**config.mk**
```make
export PLATFORM = sky130hd
export DESIGN_NAME = mul_bus_sequencer
export DESIGN_NICKNAME = d
export VERILOG_FILES = /design/src/rtl/mul_seq_pkg.sv /design/src/rtl/mul_seq_watchdog.sv /design/src/rtl/mul_bus_sequencer.sv
export SDC_FILE = /design/constraint.sdc
export NUM_CORES = 1
export LEC_CHECK = 0
export ABC_AREA = 1
export BUFFER_PORTS_ARGS = -buffer_cell sky130_fd_sc_hd__clkbuf_2
export CORE_MARGIN = 1
export CORE_UTILIZATION = 54
export CTS_BUF_LIST = sky130_fd_sc_hd__clkbuf_4
export CTS_CLUSTER_DIAMETER = 120
export DETAILED_ROUTE_END_ITERATION = 8
export PLACE_DENSITY = 0.85
export SETUP_SLACK_MARGIN = 0.3
export SLEW_MARGIN = 10
export SYNTH_ARGS = -nofsm -noshare
export SYNTH_HDL_FRONTEND = slang
export SYNTH_HIERARCHICAL = 1
export SYNTH_SLANG_ARGS = --single-unit
```
**constraint.sdc**
```tcl
create_clock -name clock -period 3.4 [get_ports clock]
set_clock_uncertainty 0.2 [all_clocks]
set_input_delay 0.85 -clock clock [delete_from_list [all_inputs] [get_ports clock]]
set_output_delay 0.85 -clock clock [all_outputs]
set_load 0.1 [all_outputs]
```
**src/rtl/mul_seq_pkg.sv**
```systemverilog
// mul_seq_pkg: shared types and constants for the Acc/MQ/DR command sequencer.
//   state_e            sequencer FSM states
//   cmd_t              latched command (opcode + two operands)
//   result_t           16-bit {Acc, MQ} result
//   DEF_TIMEOUT_CYCLES default EXEC wait limit used when MUL_SEQ_TIMEOUT_EN is defined
package mul_seq_pkg;

  localparam int unsigned DEF_TIMEOUT_CYCLES = 64;

  typedef enum logic [2:0] {
    IDLE    = 3'd0,
    LD_DR   = 3'd1,
    LD_MQ   = 3'd2,
    CLR_ACC = 3'd3,
    EXEC    = 3'd4,
    RD_ACC  = 3'd5,
    RD_MQ   = 3'd6,
    RESP    = 3'd7
  } state_e;

  typedef struct packed {
    logic [2:0] op;
    logic [7:0] a;
    logic [7:0] b;
  } cmd_t;

  typedef logic [15:0] result_t;

endpackage

```
**src/rtl/mul_seq_watchdog.sv**
```systemverilog
// mul_seq_watchdog: EXEC-phase wait counter.
//   clock, reset_n  clock / synchronous active-low reset
//   clear           zero the count (held while outside EXEC)
//   enable          count this cycle (high during EXEC)
//   limit           number of counted cycles allowed
//   expired         the current enabled cycle is the limit-th one, i.e. the
//                   count reaches limit at the coming edge
module mul_seq_watchdog #(
  parameter int unsigned TW = 8
) (
  input  logic          clock,
  input  logic          reset_n,
  input  logic          clear,
  input  logic          enable,
  input  logic [TW-1:0] limit,
  output logic          expired
);

  logic [TW-1:0] cnt_q, cnt_d;

  always_comb begin
    cnt_d = cnt_q;
    if (clear)       cnt_d = '0;
    else if (enable) cnt_d = cnt_q + TW'(1);
  end

  // Compare against limit-1 so the sequencer leaves EXEC on the same edge
  // that the count would reach limit.
  assign expired = enable && (cnt_q == (limit - TW'(1)));

  always_ff @(posedge clock) begin
    if (!reset_n) cnt_q <= '0;
    else          cnt_q <= cnt_d;
  end

endmodule

```
**src/rtl/mul_bus_sequencer.sv**
```systemverilog
// mul_bus_sequencer: command front end for the 8-bit Acc/MQ/DR datapath.
// Accepts {op, a, b} on cmd_*, loads DR/MQ/clears Acc over inBUS, drives INS
// until RDY, reads Acc then MQ over outBUS and returns {Acc, MQ} on rsp_*.
//   clock, reset_n       clock / synchronous active-low reset
//   cmd_valid/ready      command handshake; cmd_op, cmd_a, cmd_b payload
//   rsp_valid/ready      response handshake; rsp_data {Acc,MQ}, rsp_err timeout
//   INS, LD*, ST*, inBUS datapath controls (registered, decoded from state)
//   outBUS, RDY          datapath read bus and ready
//   TESTMODE             tied 0
// Build option: MUL_SEQ_TIMEOUT_EN adds an EXEC watchdog (TIMEOUT_CYCLES, TW);
// without it EXEC waits for RDY indefinitely and rsp_err is tied 0.
module mul_bus_sequencer
  import mul_seq_pkg::*;
#(
  parameter int unsigned TIMEOUT_CYCLES = DEF_TIMEOUT_CYCLES,
  parameter int unsigned TW             = 8
) (
  input  logic        clock,
  input  logic        reset_n,
  input  logic        cmd_valid,
  output logic        cmd_ready,
  input  logic [2:0]  cmd_op,
  input  logic [7:0]  cmd_a,
  input  logic [7:0]  cmd_b,
  output logic        rsp_valid,
  input  logic        rsp_ready,
  output logic [15:0] rsp_data,
  output logic        rsp_err,
  output logic [2:0]  INS,
  output logic        LDAcc,
  output logic        LDMQ,
  output logic        LDDR,
  output logic        STAcc,
  output logic        STMQ,
  output logic        STDR,
  output logic        TESTMODE,
  output logic [7:0]  inBUS,
  input  logic [7:0]  outBUS,
  input  logic        RDY
);

  state_e  state_q, state_d;
  cmd_t    cmd_q, cmd_d;
  result_t rsp_data_q, rsp_data_d;
  logic    exec_first_q, exec_first_d;
  logic    cmd_ready_q, cmd_ready_d;
  logic    rsp_valid_q, rsp_valid_d;
  logic [2:0] ins_q, ins_d;
  logic    ld_acc_q, ld_acc_d, ld_mq_q, ld_mq_d, ld_dr_q, ld_dr_d;
  logic    st_acc_q, st_acc_d, st_mq_q, st_mq_d;
  logic [7:0] inbus_q, inbus_d;
  logic    rdy_qual;

  // RDY in the first EXEC cycle still reflects the previous operation.
  assign rdy_qual = (state_q == EXEC) && !exec_first_q && RDY;

`ifdef MUL_SEQ_TIMEOUT_EN
  localparam logic [TW-1:0] LIMIT = TW'(TIMEOUT_CYCLES);
  logic rsp_err_q, rsp_err_d, wd_expired;

  mul_seq_watchdog #(.TW(TW)) u_wd (
    .clock   (clock),
    .reset_n (reset_n),
    .clear   (state_q != EXEC),
    .enable  (state_q == EXEC),
    .limit   (LIMIT),
    .expired (wd_expired)
  );
`endif

  always_comb begin
    state_d    = state_q;
    cmd_d      = cmd_q;
    rsp_data_d = rsp_data_q;
`ifdef MUL_SEQ_TIMEOUT_EN
    rsp_err_d  = rsp_err_q;
`endif
    case (state_q)
      IDLE: begin
        // cmd_ready_q gates acceptance so nothing is taken in the first
        // cycle after reset release.
        if (cmd_valid && cmd_ready_q) begin
          cmd_d   = '{op: cmd_op, a: cmd_a, b: cmd_b};
          state_d = LD_DR;
`ifdef MUL_SEQ_TIMEOUT_EN
          rsp_err_d = 1'b0;
`endif
        end
      end
      LD_DR:   state_d = LD_MQ;
      LD_MQ:   state_d = CLR_ACC;
      CLR_ACC: state_d = EXEC;
      EXEC: begin
        // A qualified RDY beats a simultaneous timeout.
        if (rdy_qual) state_d = RD_ACC;
`ifdef MUL_SEQ_TIMEOUT_EN
        else if (wd_expired) begin
          state_d    = RESP;
          rsp_data_d = '0;
          rsp_err_d  = 1'b1;
        end
`endif
      end
      RD_ACC: begin
        rsp_data_d[15:8] = outBUS;
        state_d          = RD_MQ;
      end
      RD_MQ: begin
        rsp_data_d[7:0] = outBUS;
        state_d         = RESP;
      end
      RESP:    if (rsp_ready) state_d = IDLE;
      default: state_d = IDLE;
    endcase

    // Outputs are decoded from the next state and registered, so they are
    // valid for the whole cycle the FSM spends in that state.
    cmd_ready_d  = (state_d == IDLE);
    rsp_valid_d  = (state_d == RESP);
    ld_dr_d      = (state_d == LD_DR);
    ld_mq_d      = (state_d == LD_MQ);
    ld_acc_d     = (state_d == CLR_ACC);
    st_acc_d     = (state_d == RD_ACC);
    st_mq_d      = (state_d == RD_MQ);
    ins_d        = (state_d == EXEC) ? cmd_d.op : 3'b000;
    inbus_d      = (state_d == LD_DR) ? cmd_d.a :
                   (state_d == LD_MQ) ? cmd_d.b : 8'h00;
    exec_first_d = (state_d == EXEC) && (state_q != EXEC);
  end

  always_ff @(posedge clock) begin
    if (!reset_n) begin
      state_q      <= IDLE;
      cmd_q        <= '0;
      rsp_data_q   <= '0;
      exec_first_q <= 1'b0;
      cmd_ready_q  <= 1'b0;
      rsp_valid_q  <= 1'b0;
      ins_q        <= '0;
      ld_acc_q     <= 1'b0;
      ld_mq_q      <= 1'b0;
      ld_dr_q      <= 1'b0;
      st_acc_q     <= 1'b0;
      st_mq_q      <= 1'b0;
      inbus_q      <= '0;
`ifdef MUL_SEQ_TIMEOUT_EN
      rsp_err_q    <= 1'b0;
`endif
    end else begin
      state_q      <= state_d;
      cmd_q        <= cmd_d;
      rsp_data_q   <= rsp_data_d;
      exec_first_q <= exec_first_d;
      cmd_ready_q  <= cmd_ready_d;
      rsp_valid_q  <= rsp_valid_d;
      ins_q        <= ins_d;
      ld_acc_q     <= ld_acc_d;
      ld_mq_q      <= ld_mq_d;
      ld_dr_q      <= ld_dr_d;
      st_acc_q     <= st_acc_d;
      st_mq_q      <= st_mq_d;
      inbus_q      <= inbus_d;
`ifdef MUL_SEQ_TIMEOUT_EN
      rsp_err_q    <= rsp_err_d;
`endif
    end
  end

  assign cmd_ready = cmd_ready_q;
  assign rsp_valid = rsp_valid_q;
  assign rsp_data  = rsp_data_q;
  assign INS       = ins_q;
  assign LDAcc     = ld_acc_q;
  assign LDMQ      = ld_mq_q;
  assign LDDR      = ld_dr_q;
  assign STAcc     = st_acc_q;
  assign STMQ      = st_mq_q;
  assign STDR      = 1'b0;
  assign TESTMODE  = 1'b0;
  assign inBUS     = inbus_q;
`ifdef MUL_SEQ_TIMEOUT_EN
  assign rsp_err   = rsp_err_q;
`else
  assign rsp_err   = 1'b0;
`endif

endmodule

```
==> run metrics <==
VDD IR max=0.454 mV; ys flop type=dfxtp_1; RSZ-0062 raised after global routing=no; CP max stage cell=clkbuf_2; final setup fails=0; Hold Path End=rsp_data[7]; critical path required time=2.35 ns; slew margin rel.=59.2%; vias in the first global route=1348; port buffer count=65; routed vias/inst=4.69; EDFF count, synth=0; global-route wire length before repair=5.57 mm; Mapped Area=1900 sq um; crit path capture type=primary output; core area=3360 sq um; CTS tree=done; clock root cell=clkbuf_4; clock buffer count from CTS=5; GRT overflow=0; Fillers=308; clk_lat worst skew=0.36 ns; part of the Yosys area used for sequential elements=51.6%; maximum clock rate=442 MHz; max-slew violation count=0; CP peak stage delay=0.47 ns; FF+latch count, synth=49; cells after synthesis=238; final std cells w/o fill=346; Post-DP HPWL=2.59 mm; Static Leak=0.00107 uW; DR iter-0 viols=90; Syn Area/Cell=7.98 sq um; startpoint types=flop; initial antenna violation count=0; drt wl/cell=10.3 um; Worst-path clk slew=0.14 ns; cts repair resizes=0; die height=61.3 um; Worst Path Max Fanout=3; number of diodes=0; final hold violation count=0; maxcap violations=0; CTS HTree Levels=2; Initial Util=56.5%; CP Class=flop to primary output; Layout Nets=331; cells along the critical path=clkbuf_2; GP Congestion=0.877; R2R Setup Slk=1.49 ns; synth top area cells=dfxtp_1, nand2_1, a21oi_1, inv_1, nor2_1; CP Data Arrival Time=1.21 ns; Tot GR Track Use=20.6%; # Post-CTS Setup Buffers=0; reg2reg end=INS[0]; Final ANT Viol Nets=0; vias after detailed routing=1624; CTS sink cnt=49; die area=3760 sq um; worst path bufs/invs=1; Chip Width=61.3 um; hold path start=rsp_data[7]; Post-Route WL=3.56 mm; Worst Hold Class=flop to flop; worst r2r src=state_q[2]; share of layout cells above drive strength 1=31.3%; Pwr per Cell Area=577 nW/um^2; top-count cell post-synth=dfxtp_1; Final period util=66.5%; Least-Margin Pin Slew=0.611 ns; final setup TNS=0 ns; Synthesis Warnings=6; overall power=1320 uW; Post-CTS Hold Buffers=0; worst reg-to-reg path cell count=6; post-synth top area share=51.6%; DRC Markers=0; Area growth syn-to-layout=20.2%; Synth area leader=dfxtp_1; Hold Path Depth=2; DRT Pass-1 Iters=4; CTS max path bufs=2; synth unique cells=26; Async SR Flop Fraction=0%; number of cell rows=21; top cells by count, synth=dfxtp_1, nand2_1, inv_1, nor2_1, a21oi_1; CP top delay family=buffers and inverters; status=completed; IO Pins=69; placed insts=338; largest net degree at the start of global routing=38; minimum clock period=2.26 ns
==> worst max-delay path by stage <==
stage | depth (start not counted) | start | endpoint
5_1_grt | 1 | cmd_ready | cmd_ready
3_5_place_dp | 5 | reset_n | INS[0]
3_3_place_gp | 5 | reset_n | INS[0]
4_1_cts | 1 | cmd_ready | cmd_ready
2_1_floorplan | 6 | cmd_ready | inBUS[5]
6_report | 1 | cmd_ready | cmd_ready
==> flip-flops by register name, indices dropped and copies added, names as in the netlist <==
register	cells
INS	3
LDAcc	1
LDDR	1
LDMQ	1
STAcc	1
STMQ	1
cmd_q	11
cmd_ready	1
exec_first_q	1
inBUS	8
rsp_data	16
rsp_valid	1
state_q	3
==> kinds of logic after synthesis <==
group                  after synthesis  synth area share, %
and+or+nand+nor                    108                 27.9
AOI/OAI and AO/OA                   37                 9.88
DFF                                 49                 51.6
other                                1                0.197
buffers and inverters               43                 10.4
==> metal layers <==
layer  GRT usage (%)  up-vias  share of wire (%)
met3            6.72        5                7.4
met2            34.6       68                 46
met1            24.5      694                 45
met4            7.79        0                1.3
li1                -      857                  -
met5               0        -                  0
==> stage by stage <==
stage	util, %	hold slack, ns	instance area, sq um	worst slack [ns]
after floorplan	-	0.265	1910	1.25
after global placement	65.6	0.232	2200	1.36
after detailed placement	65.6	0.237	2200	1.33
after CTS	67.9	0.256	2280	1.12
after global routing	67.9	0.269	2280	1.08
final	67.9	0.253	2280	1.14
==> final cells by class <==
type	instances	area [sq um]	area share, %
repair buffers	65	325	14.2
clock inverters	3	41.3	1.81
clock buffers	5	37.5	1.64
inverters	30	113	4.93
well taps	46	57.6	2.52
multi-input cells	148	728	31.9
flip-flops and latches	49	981	43.0
==> cells in the final DEF, fill, tap and decap left out, types with 2 or more instances in the layout <==
cell type,Yosys,final
dfxtp_1,49,49
clkinv_1,1,2
or2_1,3,3
inv_2,4,4
nand2_2,9,9
clkbuf_2,0,65
conb_1,1,3
a21oi_1,24,24
nand3_1,18,18
nand2_1,42,42
nand3_2,2,2
nor2_1,25,25
inv_1,25,25
o21ai_1,4,4
nor3_1,2,2
nor2_4,2,2
clkbuf_4,0,5
o21ai_0,8,8
==> where the power goes <==
group / leakage (uW) / total [uW] / internal, uW / switching [uW]
logic: 0.000637 / 352 / 82.9 / 269
clock network: 0.0000389 / 327 / 152 / 174
registers: 0.000397 / 639 / 617 / 21.9
total: 0.00107 / 1320 / 853 / 466
Note: power is estimated with default switching activity, not from simulation.
